$ cat src/rtl/vga_timing_gen.sv
// Parametrised VGA raster timing generator with a built-in test-pattern source.
// All outputs are registered and describe the pixel the raster counters just advanced to.
module vga_timing_gen #(
  parameter int CLK_DIV    = 4,
  parameter int H_ACTIVE   = 640,
  parameter int H_FP       = 16,
  parameter int H_SYNC     = 96,
  parameter int H_BP       = 48,
  parameter int V_ACTIVE   = 480,
  parameter int V_FP       = 10,
  parameter int V_SYNC     = 2,
  parameter int V_BP       = 33,
  parameter int SYNC_POL   = 0,
  parameter int CNT_W      = 12,
  parameter int COLOR_W    = 4,
  parameter int CHECK_LOG2 = 5
) (
  input  logic               clk,
  input  logic               rst_n,
  input  logic               en,
  input  logic [1:0]         mode,
  output logic               hsync,
  output logic               vsync,
  output logic               de,
  output logic [CNT_W-1:0]   pix_x,
  output logic [CNT_W-1:0]   pix_y,
  output logic               line_start,
  output logic               frame_start,
  output logic [COLOR_W-1:0] red,
  output logic [COLOR_W-1:0] green,
  output logic [COLOR_W-1:0] blue
);

  localparam int   H_TOTAL  = H_ACTIVE + H_FP + H_SYNC + H_BP;
  localparam int   V_TOTAL  = V_ACTIVE + V_FP + V_SYNC + V_BP;
  localparam int   HS_START = H_ACTIVE + H_FP;
  localparam int   HS_END   = HS_START + H_SYNC;
  localparam int   VS_START = V_ACTIVE + V_FP;
  localparam int   VS_END   = VS_START + V_SYNC;
  localparam int   BW       = H_ACTIVE / 8;
  localparam int   DCNT_W   = (CLK_DIV > 1) ? $clog2(CLK_DIV) : 1;
  localparam logic SYNC_ON  = (SYNC_POL != 0);

  generate
    if (CLK_DIV < 1 || H_ACTIVE < 8 || H_FP < 1 || H_SYNC < 1 || H_BP < 1 ||
        V_ACTIVE < 1 || V_FP < 1 || V_SYNC < 1 || V_BP < 1 || COLOR_W < 1 ||
        CNT_W < 1 || CNT_W > 30 || CHECK_LOG2 < 0 || CHECK_LOG2 >= CNT_W ||
        H_TOTAL >= (2 ** CNT_W) || V_TOTAL >= (2 ** CNT_W)) begin : g_param_check
      $error("vga_timing_gen: illegal parameter set");
    end
  endgenerate

  logic [DCNT_W-1:0]    dcnt;
  logic [CNT_W-1:0]     hcnt, vcnt, nx, ny;
  logic [CNT_W-1:0]     bar_cnt, bar_cnt_nx;
  logic [2:0]           bar_idx, bar_nx;
  logic [1:0]           mode_sh, mode_nx;
  logic [3*COLOR_W-1:0] rgb;
  logic                 pix_ce, h_last, v_last, first_px;
  logic                 de_nx, hs_nx, vs_nx, chk_nx;

  function automatic logic [3*COLOR_W-1:0] pattern(input logic [1:0] m, input logic [2:0] bar,
                                                   input logic chk, input logic act);
    logic [2:0] c;
    c = 3'd0;
    case (m)
      2'd0:    c = 3'd0;
      2'd1:    c = 3'd7;
      2'd2:    c = 3'd7 - bar;
      default: c = {3{chk}};
    endcase
    if (!act) c = 3'd0;
    return {{COLOR_W{c[2]}}, {COLOR_W{c[1]}}, {COLOR_W{c[0]}}};
  endfunction

  always_comb begin
    pix_ce   = (CLK_DIV == 1) ? 1'b1 : (dcnt == DCNT_W'(CLK_DIV - 1));
    h_last   = (hcnt == CNT_W'(H_TOTAL - 1));
    v_last   = (vcnt == CNT_W'(V_TOTAL - 1));
    nx       = h_last ? '0 : hcnt + 1'b1;
    ny       = vcnt;
    if (h_last) ny = v_last ? '0 : vcnt + 1'b1;
    first_px = (nx == '0) && (ny == '0);
    mode_nx  = first_px ? mode : mode_sh;
    // Bar index follows x through a per-bar pixel counter; bar 7 absorbs the remainder.
    bar_nx     = bar_idx;
    bar_cnt_nx = bar_cnt + 1'b1;
    if (nx == '0) begin
      bar_nx     = 3'd0;
      bar_cnt_nx = '0;
    end else if (bar_idx != 3'd7 && bar_cnt == CNT_W'(BW - 1)) begin
      bar_nx     = bar_idx + 1'b1;
      bar_cnt_nx = '0;
    end
    de_nx  = (nx < CNT_W'(H_ACTIVE)) && (ny < CNT_W'(V_ACTIVE));
    hs_nx  = (nx >= CNT_W'(HS_START)) && (nx < CNT_W'(HS_END));
    vs_nx  = (ny >= CNT_W'(VS_START)) && (ny < CNT_W'(VS_END));
    chk_nx = nx[CHECK_LOG2] ^ ny[CHECK_LOG2];
  end

  // Reset and en=0 park the counters on the last pixel so the next pix_ce presents (0,0).
  always_ff @(posedge clk or negedge rst_n) begin
    if (!rst_n) begin
      dcnt        <= '0;
      hcnt        <= CNT_W'(H_TOTAL - 1);
      vcnt        <= CNT_W'(V_TOTAL - 1);
      bar_idx     <= 3'd0;
      bar_cnt     <= '0;
      mode_sh     <= 2'd0;
      pix_x       <= '0;
      pix_y       <= '0;
      de          <= 1'b0;
      hsync       <= ~SYNC_ON;
      vsync       <= ~SYNC_ON;
      line_start  <= 1'b0;
      frame_start <= 1'b0;
      rgb         <= '0;
    end else if (!en) begin
      dcnt        <= '0;
      hcnt        <= CNT_W'(H_TOTAL - 1);
      vcnt        <= CNT_W'(V_TOTAL - 1);
      bar_idx     <= 3'd0;
      bar_cnt     <= '0;
      mode_sh     <= 2'd0;
      pix_x       <= '0;
      pix_y       <= '0;
      de          <= 1'b0;
      hsync       <= ~SYNC_ON;
      vsync       <= ~SYNC_ON;
      line_start  <= 1'b0;
      frame_start <= 1'b0;
      rgb         <= '0;
    end else begin
      dcnt        <= pix_ce ? '0 : dcnt + 1'b1;
      line_start  <= 1'b0;
      frame_start <= 1'b0;
      if (pix_ce) begin
        hcnt        <= nx;
        vcnt        <= ny;
        bar_idx     <= bar_nx;
        bar_cnt     <= bar_cnt_nx;
        mode_sh     <= mode_nx;
        pix_x       <= nx;
        pix_y       <= ny;
        de          <= de_nx;
        hsync       <= hs_nx ? SYNC_ON : ~SYNC_ON;
        vsync       <= vs_nx ? SYNC_ON : ~SYNC_ON;
        line_start  <= (nx == '0);
        frame_start <= first_px;
        rgb         <= pattern(mode_nx, bar_nx, chk_nx, de_nx);
      end
    end
  end

  assign {red, green, blue} = rgb;

endmodule
$ cat config.mk
export PLATFORM = sky130hd
export DESIGN_NAME = vga_timing_gen
export DESIGN_NICKNAME = d
export VERILOG_FILES = /design/src/rtl/vga_timing_gen.sv
export SDC_FILE = /design/constraint.sdc
export NUM_CORES = 1
export LEC_CHECK = 0
export ABC_AREA = 1
export ABC_CLOCK_PERIOD_IN_PS = 2150
export CORE_UTILIZATION = 25
export DETAILED_ROUTE_END_ITERATION = 10
export PLACE_DENSITY = 0.5
export SLEW_MARGIN = 0
export SYNTH_ARGS = -nofsm -noshare
export SYNTH_HDL_FRONTEND = slang
export SYNTH_SLANG_ARGS = --single-unit
$ cat constraint.sdc
create_clock -name clk -period 2.15 [get_ports clk]
set_input_delay 0.5375 -clock clk [delete_from_list [all_inputs] [get_ports clk]]
set_output_delay 0.5375 -clock clk [all_outputs]
set_load 0.05 [all_outputs]
---- Word-level counts from Yosys, hierarchy flattened ----
Cells that the tools add are included.
W data, S select, Z words.
cells by class
  add/subtract/negate cells ............... 6
  $lt $le $gt $ge ......................... 6
  equality and inequality tests ........... 8
  multiplexer cells ....................... 38
  bitwise logic cells ..................... 1
  reduce and logical (&&, ||, !) cells .... 8
operator list
  kind                     number
  $mux W12                 15
  $add A12 B1 Y12 const B  3
  $eq A12 B10 Y1 const B   2
  $logic_not A12 Y1        2
  $lt A12 B10 Y1 const B   2
  $lt A12 B9 Y1 const B    2
  $mux W3                  5
  $eq A12 B7 Y1 const B    1
  $ge A12 B10 Y1 const B   1
  $ge A12 B9 Y1 const B    1
  $mux W1                  12
  $mux W2                  5
  $pmux W3 S3              1
  $logic_and A1 B1 Y1      5
  $eq A2 B2 Y1 const B     2
  $add A3 B1 Y3 const B    1
  $ne A3 B3 Y1 const B     1
  $sub A3 B3 Y3 const A    1
  $add A2 B1 Y2 const B    1
  $eq A2 B1 Y1 const B     1
  $logic_not A2 Y1         1
  $ne A2 B1 Y1 const B     1
  $xor A1 B1 Y1            1
storage, ports and cells
  register bits ........................... 84
  input bits .............................. 5
  output and inout port bits .............. 41

---- Logic depth before layout (Yosys ltp) ----
Gate-level depths: netlist of run 1.
  word-level depth ........................ 11
  gate-level depth with buffers ........... 19
  gate-level depth less buffers ........... 19

---- Worst setup path after synthesis of run 1 ----
Ideal clock, no wire load.
  path type ............................... reg-to-reg
  from .................................... register hcnt[1]
  to ...................................... register rgb[10]
  setup time .............................. 0.118 ns
  arrival ................................. 2.055 ns
  path slack .............................. -0.023 ns
  stages on the path, launching flop included .. 17
  path buffers ............................ 0
  path through ............................ dfstp_2 -> ha_1 -> nand2_4 -> nor2_4 -> nand2_4 -> nor2_8 -> nand2_1 -> nand3_2 -> nand2_4 -> nor2_8 -> nand3_2 -> nand2_1 -> nand2_2 -> inv_2 -> nand2_1 -> nand3_1 -> nand2_1
on the way
  word-level cells in the longest chain between the ends .. 10
ends and longest elaborated chain
  item                                                     RTL line  text
  start: declaration                                       54        logic [CNT_W-1:0] hcnt, vcnt, nx, ny;
  start signal: assignment                                 105       hcnt <= CNT_W'(H_TOTAL - 1);
  start signal: assignment                                 120       hcnt <= CNT_W'(H_TOTAL - 1);
  start signal: assignment                                 138       hcnt <= nx;
  branches (longest 7 deep; another with $add A12 B1 Y12)  --
  $mux W3 *                                                72        if (!act) c = 3'd0;
  $mux W12 *                                               137       if (pix_ce) begin
  $mux W12 *                                               118       end else if (!en) begin
  end signal: assignment                                   150       rgb <= pattern(mode_nx, bar_nx, chk_nx, de_nx);
  end: declaration                                         58        logic [3*COLOR_W-1:0] rgb;
Mark *: on every way between the ends. The select of a mux whose other input is x is not followed.
A chain may end at the register's enable or synchronous reset.

---- Worst setup path in the final report of run 1 ----
Same ends and word-level chain as after synthesis.

==> results, run 1 <==
- The actual transition at the worst max-transition pin is about 0.51 ns.
- The number of remaining DRC errors is 0.
- The worst slew margin relative to its limit is ~66%.
- The sequential area share after synthesis is between 30% and 40%.
- The detail-routed net length per standard cell is around 14 µm.
- The run finished, with violations left.
- The net count of the finished layout is 663.
- The cell class contributing the biggest share of worst-path delay is simple AND/OR/NAND/NOR gates.
- The cell repeated most along the worst path is sky130_fd_sc_hd__nand2_4.
- The final reports fail on setup timing.
- The library cells used most frequently in the layout, excluding fill and tap cells, are sky130_fd_sc_hd__nand2_1, sky130_fd_sc_hd__buf_4, sky130_fd_sc_hd__inv_1, sky130_fd_sc_hd__dfrtp_1, sky130_fd_sc_hd__nor2_1.
- The setup slack of the critical path after layout is -0.1850 ns.
- The max-slew violation count is 0.
- Once the floorplan was initialized, standard cells occupied between 20% and 30% of the core.
- The floorplan step set the die height to around 130 µm.
- By area the synthesized netlist is led by sky130_fd_sc_hd__dfrtp_1, sky130_fd_sc_hd__nand2_1, sky130_fd_sc_hd__dfstp_2.
- After layout, the worst path uses 108.6% of the clock period.
- The time the worst path needs with I/O delays and setup is 2.335 ns.
- No sink is reached through more buffers than the 2 on the longest clock path.
- STA classifies the critical path endpoint as a flip-flop.
- Before CTS, the worst setup slack after placement is -0.2586 ns.
- The total global routing track utilization is approximately 16%.
- After clock tree synthesis, the clock-pin slew on the worst setup and hold paths is approximately 0.06 ns.
- The number of antenna diodes in the final layout is 0.
- The congestion estimate from routability-driven global placement came to 0.8448.
- Once layout is complete, the cells apart from fillers number ~870.
- The cell at the root of the clock tree is sky130_fd_sc_hd__clkbuf_16.
- The count of TritonRoute iterations in the first routing pass is 5.
- The standard cell with the maximum stage delay on the critical path is sky130_fd_sc_hd__dfstp_2.
- The H-tree was split into 3 levels.
- The clock group share of total power is approximately 37%.
- Detailed placement finished with a half-perimeter wire length of roughly 8900 µm.
- The area share of the largest cell type after synthesis is a little under a third.
- sky130_fd_sc_hd__dfrtp_1 takes more of the synthesized area than any other cell.
- Summed over all failing endpoints, the final setup total negative slack is -2.507 ns.
- The number of endpoints failing setup at the final stage is 21.
- The placed instance count is around 840.
- The highest cell delay on the worst timing path is ~0.56 ns.
- The die covers ~16000 µm².
- The largest driver fanout on the critical path is 6.
- The total overflow reported by the global router is 0.
- In this run the cell area of the synthesized design comes to 3969 µm².
- The share of the core filled with cells is approximately 37%.
- Overall power consumption after layout is estimated at 4.238 mW.
- The maximum achievable frequency is about 430 MHz.
- The max capacitance violation total is 0.
- The hold violation count in the final report was 0.
- The number of hold buffers added after CTS was 0.
- The path class of the tightest hold or removal check is in -> async.
- The synthesized design contains 61 register bits.
- Traced cell by cell, the critical path runs through ha_4 -> nand2_8 -> nor2_4 -> nand2_4 -> nor2_8 -> nand3_2 -> nand2_2 -> nand2_4 -> a31oi_2 -> o211ai_1 -> nor2_2 -> nand3_1 -> nand2_1.
- In this run, distinct cell masters in the synthesized netlist total 39.
- Entering global routing, the biggest net connects 27 pins.
- The library cell used most frequently in the layout, excluding fill and tap cells, is sky130_fd_sc_hd__nand2_1.
- Setup repair after global routing could not meet its margin everywhere.
- From synthesis to final layout, the design area changed by 44.89%.
- The via count normalized by instance count is between 4 and 5.
- In this run the remaining antenna-violating nets after routing total 0.
- In this run the core area contains between 40 and 50 standard-cell rows.
- The total internal power is between 2 and 3 mW.
- The required arrival time at the worst endpoint is ~2.4 ns.
- After the first detailed-routing iteration, the DRC count stood at 220.
- The number of buffers added by the clock tree synthesis step is 9.
- The clock sink count is between 60 and 70.
- The first global-routing pass estimated 20020 µm of wire.
- The startpoint kind of the worst setup timing path is a flip-flop.
- During I/O placement, the number of pins put on the boundary was 46.
- The later pin in the worst-skew pair is clocked with a latency of 0.35 ns.
- During synthesis, Yosys emitted a total of 0 warnings.
- Cells with a size suffix above 1 make up 33.99% of the layout.
- For this block, the via count after detailed routing is 3866.
- After technology mapping, the gate count stands at 530.
- The static leakage is roughly 3.0 nW.
- In this run the power density over the cells is 737.0 nW/µm².
- The net switching share of the total power is around a third.
- Counting every net in the synthesized netlist gives 542.
- The setup check on the worst reg-to-reg path leaves a slack of -0.18 ns.
- The TritonCTS clock tree is done.
- The power share of the sequential group is between 20% and 30%.
- On the final layout, the worst hold slack is 0.1387 ns.
- The number of port buffers is between 40 and 50.
- The clock tree skew after final layout is roughly 0.0063 ns.
- The via count of the first global-routing pass is 4045.
- Dividing the synthesized area by the synthesized cell count gives around 7.5 µm².
- Measured along the x axis, the die boundary spans about 130 µm.
- Summed over all layers, the routed wires come to 12050 µm.
- The placed cell area is around 5100 µm².
- The net switching power figure is between 1 and 1.5 mW.
- The data arrival time of the critical path is between 2 and 3 ns.
- The initial antenna violation count is 0.
- The worst setup path is of the reg -> reg kind.
- The region available for standard cell placement spans 15370 µm².
- Counting both buffers and inverters, the worst setup path holds a total of 0.
- The worst-case IR drop observed on VDD is ~0.45 mV.
- Once layout is done, the placed cells without fillers occupy 5751 µm².
- The logic gate share of total power is 34.9%.
metal layers:
metal	global-route usage (%)	share of wire, %	vias to the layer above
met5	0	0	-
met4	4.706	1.7	0
met3	4.215	5.3	19
met2	25.48	47	88
met1	20.78	46	1828
li1	-	-	1931
sequential cells by signal, indices dropped and copies added (netlist names), 2 cells and up:
signal,flops
bar_cnt,12
bar_idx,3
dcnt,2
hcnt,7
mode_sh,2
pix_x,12
pix_y,12
rgb,3
vcnt,3
layout make-up:
| cell class | count | area, µm² |
|---|---|---|
| clock buffer | 11 | 252.7 |
| clock inverter | 5 | 65.06 |
| fill | 1596 | 9620 |
| inverter | 68 | 256.5 |
| multi-input combinational | 370 | 2176 |
| sequential | 61 | 1541 |
| tap | 211 | 264.0 |
| timing repair buffer | 141 | 1195 |
cell usage after synthesis, drive strengths merged:
master / instances
nand2: 166
o21bai: 1
dfrtp: 49
clkinv: 3
o311ai: 1
o211ai: 2
nor4: 2
mux2: 2
inv: 65
dfstp: 12
mux2i: 1
nor3: 3
ha: 7
a21oi: 5
o22a: 1
nand3: 45
a22oi: 6
a31oi: 1
o31ai: 1
nor2: 56
clkbuf: 9
buf: 24
o21ai: 26
o22ai: 20
xor2: 7
and3: 1
xnor2: 3
nand4: 11
cell families (layout without fill, tap and decap cells):
group | after synthesis | in the layout | synth area share [%]
muxes | 3 | 3 | 0.8196
buffers and inverters | 101 | 225 | 11.76
AOI/OAI and AO/OA | 64 | 64 | 9.804
and+or+nand+nor | 284 | 286 | 34.36
DFF | 61 | 61 | 38.84
xor gates and xnor gates | 10 | 10 | 2.207
adders and majority gates | 7 | 7 | 2.207
power by group through the flow:
stage                     logic [mW]  clock network (mW)  registers (mW)
after CTS                       1.34                1.59            1.21
after floorplan                0.672                   0            1.25
final                           1.48                1.55            1.21
after global placement          1.19                   0            1.23
after global routing            1.61                1.64            1.22
after detailed placement        1.20                   0            1.23
worst paths after layout:
| check | endpoint | cells after the start | start |
|---|---|---|---|
| max | rgb[10] | 13 | hcnt[1] |
| min | pix_y[3] | 1 | rst_n |
| max reg2reg | rgb[10] | 13 | hcnt[1] |
| min reg2reg | dcnt[0] | 1 | dcnt[0] |
| max in group asynchronous | hcnt[2] | 2 | rst_n |
| min in group clk | dcnt[0] | 1 | dcnt[0] |
timing repair:
item                                    CTS  global route
resized for setup                        26            35
buffers inserted                          6             8
pin swaps                                18            16
endpoints found under the setup margin   24            39
cloned                                    1             1
(Power assumes the default switching activity.)
==> run 2, diff against run 1 <==
--- a/config.mk
+++ b/config.mk
@@ -6,10 +6,10 @@
 export NUM_CORES = 1
 export LEC_CHECK = 0
 export ABC_AREA = 1
-export ABC_CLOCK_PERIOD_IN_PS = 2150
 export CORE_UTILIZATION = 25
 export DETAILED_ROUTE_END_ITERATION = 10
 export PLACE_DENSITY = 0.5
+export SKIP_CTS_REPAIR_TIMING = 1
 export SLEW_MARGIN = 0
 export SYNTH_ARGS = -nofsm -noshare
 export SYNTH_HDL_FRONTEND = slang
==> run 2 against run 1 <==
  * The flow still finishes with violations (setup timing)
  * Via count fell by 2.2%
  * Die area did not move
  * Cell area fell by 3.0%
  * Fmax fell by 2.0%
  * Sequential cell count did not move
  * Critical endpoint is now rgb[3]
  * Register-to-register slack got worse by 0.05 ns
  * Setup slack got worse by 0.049 ns
  * Power fell by 3.4%
==> results, run 2 (synthesis gave the netlist of run 1 again) <==
- The area used by sequential logic in the layout is between 1500 and 2000 µm².
- The floorplan has 45 rows.
- The met1 capacity usage during global routing is between 20 and 25%.
- The setup path with the least slack is of type reg -> reg.
- The worst slew margin relative to its limit is ~66%.
- The tree built by TritonCTS fans out to between 60 and 70 sinks.
- The critical path starts at hcnt[1].
- The post-detailed-placement half-perimeter wirelength is 8926 µm.
- The clock slew seen by the registers of the worst setup and hold paths is roughly 0.060 ns.
- After the last flow step, the layout net total stands at between 600 and 700.
- The via count normalized by instance count is 4.406.
- The number of DRC markers after the initial detailed-route iteration is about 240.
- The clock network accounts for around 38% of the total power.
- The data arrival time of the critical path is 2.61 ns.
- Counting the buffers created by CTS gives 9.
- Cells with a size suffix above 1 make up 31.53% of the layout.
- The worst path uses 110.9% of the clock period.
- The hold violation count in the final report came to 0.
- In this run the tool buffered the top-level ports with 45 buffer cells.
- The final reports fail on setup timing.
- After detailed placement, the total cell area comes to around 5100 µm².
- Global routing consumed, on the met3 layer, under 10% of the routing resources.
- The first-pass GRT wire length is slightly below 20000 µm.
- The path class of the tightest hold or removal check is in -> async.
- The largest net degree at the start of global routing is 27.
- The library cell used most frequently in the layout, excluding fill and tap cells, is sky130_fd_sc_hd__nand2_1.
- For the worst flop-to-flop path, the logic depth is 17.
- In the final layout, the registers with the most flip-flops are bar_cnt (12), pix_x (12), pix_y (12).
- The detail-routed net length per standard cell is 13.48 µm.
- The maximum level of the CTS H-tree is 3.
- The routed layout has 3780 vias.
- The net switching share of the total power is approximately a third.
- The top cell types in the final layout, fill and taps aside, are sky130_fd_sc_hd__nand2_1, sky130_fd_sc_hd__buf_4, sky130_fd_sc_hd__inv_1, sky130_fd_sc_hd__dfrtp_1, sky130_fd_sc_hd__nor2_1.
- The actual transition at the worst max-transition pin is approximately 0.51 ns.
- The starting density of the core is about a quarter.
- The clock tree buffer depth is 2.
- Setup violations remaining at the end of the flow were counted as 21.
- The floorplan step set the die width to around 130 µm.
- The initial antenna violation count is 0.
- The type of destination of the critical path is a flip-flop.
- Setup repair after global routing could not meet its margin everywhere.
- The worst IR drop on VDD is 0.4214 mV.
- Combinational cells account for 32.8% of the total power.
- The area growth from synthesis to layout is 40.54%.
- The routability-driven placement congestion ratio is roughly 0.84.
- The tool flagged a number of max-cap violations equal to 0.
- The worst setup path is launched from a flip-flop.
- The reg-to-reg critical path startpoint is hcnt[1].
- The remaining antenna violation count is 0.
- Derived from the worst setup path, the maximum achievable clock frequency is between 400 and 500 MHz.
- After floorplanning, the core was sized to cover between 15000 and 20000 µm².
- In this run the worst path has a maximum fanout of 8.
- The combined area of the multi-input logic cells is around 2100 µm².
- Clock skew on the completed layout was measured at 0.009927 ns.
- The time the worst path needs with I/O delays and setup is 2.384 ns.
- The total power density per cell area is 733.7 nW/µm².
- For this run, the detailed router's first-pass iteration total came to 5.
- The height of the die is about 130 µm.
- TritonCTS built the clock tree.
- The worst-skew pair later-pin latency is 0.34 ns.
- The required arrival time at the worst endpoint is ~2.4 ns.
- met2 is the most crowded layer.
- The overall power consumption is 4.092 mW.
- The tree is rooted in a sky130_fd_sc_hd__clkbuf_16.
- The internal reg-to-reg setup slack is -0.23 ns.
- Global routing consumed, on the met2 layer, roughly a quarter of the routing resources.
- The static leakage is a little under 3 nW.
- The number of filler cells placed in the layout is approximately 1600.
- The via count of the first global-routing pass is 3942.
- The final layout contains routed wiring with a total length of roughly 12000 µm.
- The final antenna diode count is 0.
- The power share of the sequential group is slightly below 30%.
- The total internal power is between 2 and 3 mW.
- The floorplan step defined a die boundary enclosing approximately 16000 µm².
- With fillers left out, the area of the finished cells amounts to 5578 µm².
- The max-slew violation count is 0.
- The run finished, with violations left.
- The total I/O pin count is between 40 and 50.
- Global routing used between 15 and 20% of the available tracks across all layers.
- The total overflow reported by the global router is 0.
- Summed over all nets, the switching power comes to between 1 and 1.5 mW.
- The number of remaining DRC errors is 0.
- The setup slack of the critical path after layout is -0.2336 ns.
-- run 2: changes by cell type in the layout (fill, tap and decap cells not counted), moves of 2 or more --
cell                      before  now
sky130_fd_sc_hd__nor2_4       10    6
sky130_fd_sc_hd__nand2_2      21   18
sky130_fd_sc_hd__nand2_1     139  143
sky130_fd_sc_hd__o22ai_1      18   20
sky130_fd_sc_hd__nor2_2        8   10
sky130_fd_sc_hd__buf_12        3    1
sky130_fd_sc_hd__buf_4       106  101
sky130_fd_sc_hd__o22ai_2       2    0
-- run 2: area by class of cell --
class	count	share of cell area, %
well taps	211	4.733
flip-flops and latches	61	27.64
multi-input cells	368	37.33
clock buffers	11	4.531
inverters	68	4.576
clock inverters	5	1.166
repair buffers	134	20.03
-- run 2: worst paths after layout --
path / to
max: rgb[3]
min: pix_y[3]
max reg2reg: rgb[3]
min reg2reg: dcnt[0]
max in group asynchronous: hcnt[9]
min in group clk: dcnt[0]
-- run 2: worst max-delay path, cell delays in order, from the launching register on --
cell                      delay (ns)
sky130_fd_sc_hd__dfstp_2        0.56
sky130_fd_sc_hd__ha_4           0.17
sky130_fd_sc_hd__nand2_8        0.07
sky130_fd_sc_hd__nor2_8         0.15
sky130_fd_sc_hd__nand3_4        0.17
sky130_fd_sc_hd__buf_6          0.18
sky130_fd_sc_hd__nand2_2        0.05
sky130_fd_sc_hd__nand2_2        0.05
sky130_fd_sc_hd__nor2_2         0.11
sky130_fd_sc_hd__nand2_2        0.08
sky130_fd_sc_hd__nor2_4         0.18
sky130_fd_sc_hd__nand3_2        0.10
sky130_fd_sc_hd__nand2_1        0.09
sky130_fd_sc_hd__nand2_2        0.06
sky130_fd_sc_hd__inv_2          0.07
sky130_fd_sc_hd__nand2_1        0.05
sky130_fd_sc_hd__nand3_1        0.07
sky130_fd_sc_hd__nand2_1        0.05
-- run 2: routing by layer --
metal	wire length (µm)	up-vias
met1	5506	1777
met2	5473	78
met3	430	10
li1	-	1915
met4	155	0
met5	0	-
-- run 2: through the flow --
stage / hold WS [ns] / setup TNS, ns / setup slack [ns] / util, % / cells
floorplan: 0.2419 / 0 / 0.009612 / - / 530
global placement: 0.4206 / -2.864 / -0.2294 / 32.95 / 835
finish: 0.1423 / -2.718 / -0.2336 / 36.29 / 858
detailed placement: 0.4286 / -3.792 / -0.2586 / 32.95 / 835
CTS: 0.1455 / -4.264 / -0.2832 / 35.02 / 851
global route: 0.1710 / -6.167 / -0.3522 / 36.29 / 858
-- run 2: power groups by stage --
stage	clock (mW)	combinational [mW]	sequential, mW
after floorplan	0	0.672	1.25
after global routing	1.64	1.47	1.22
after CTS	1.59	1.20	1.21
after detailed placement	0	1.20	1.23
after global placement	0	1.19	1.23
final	1.54	1.34	1.21
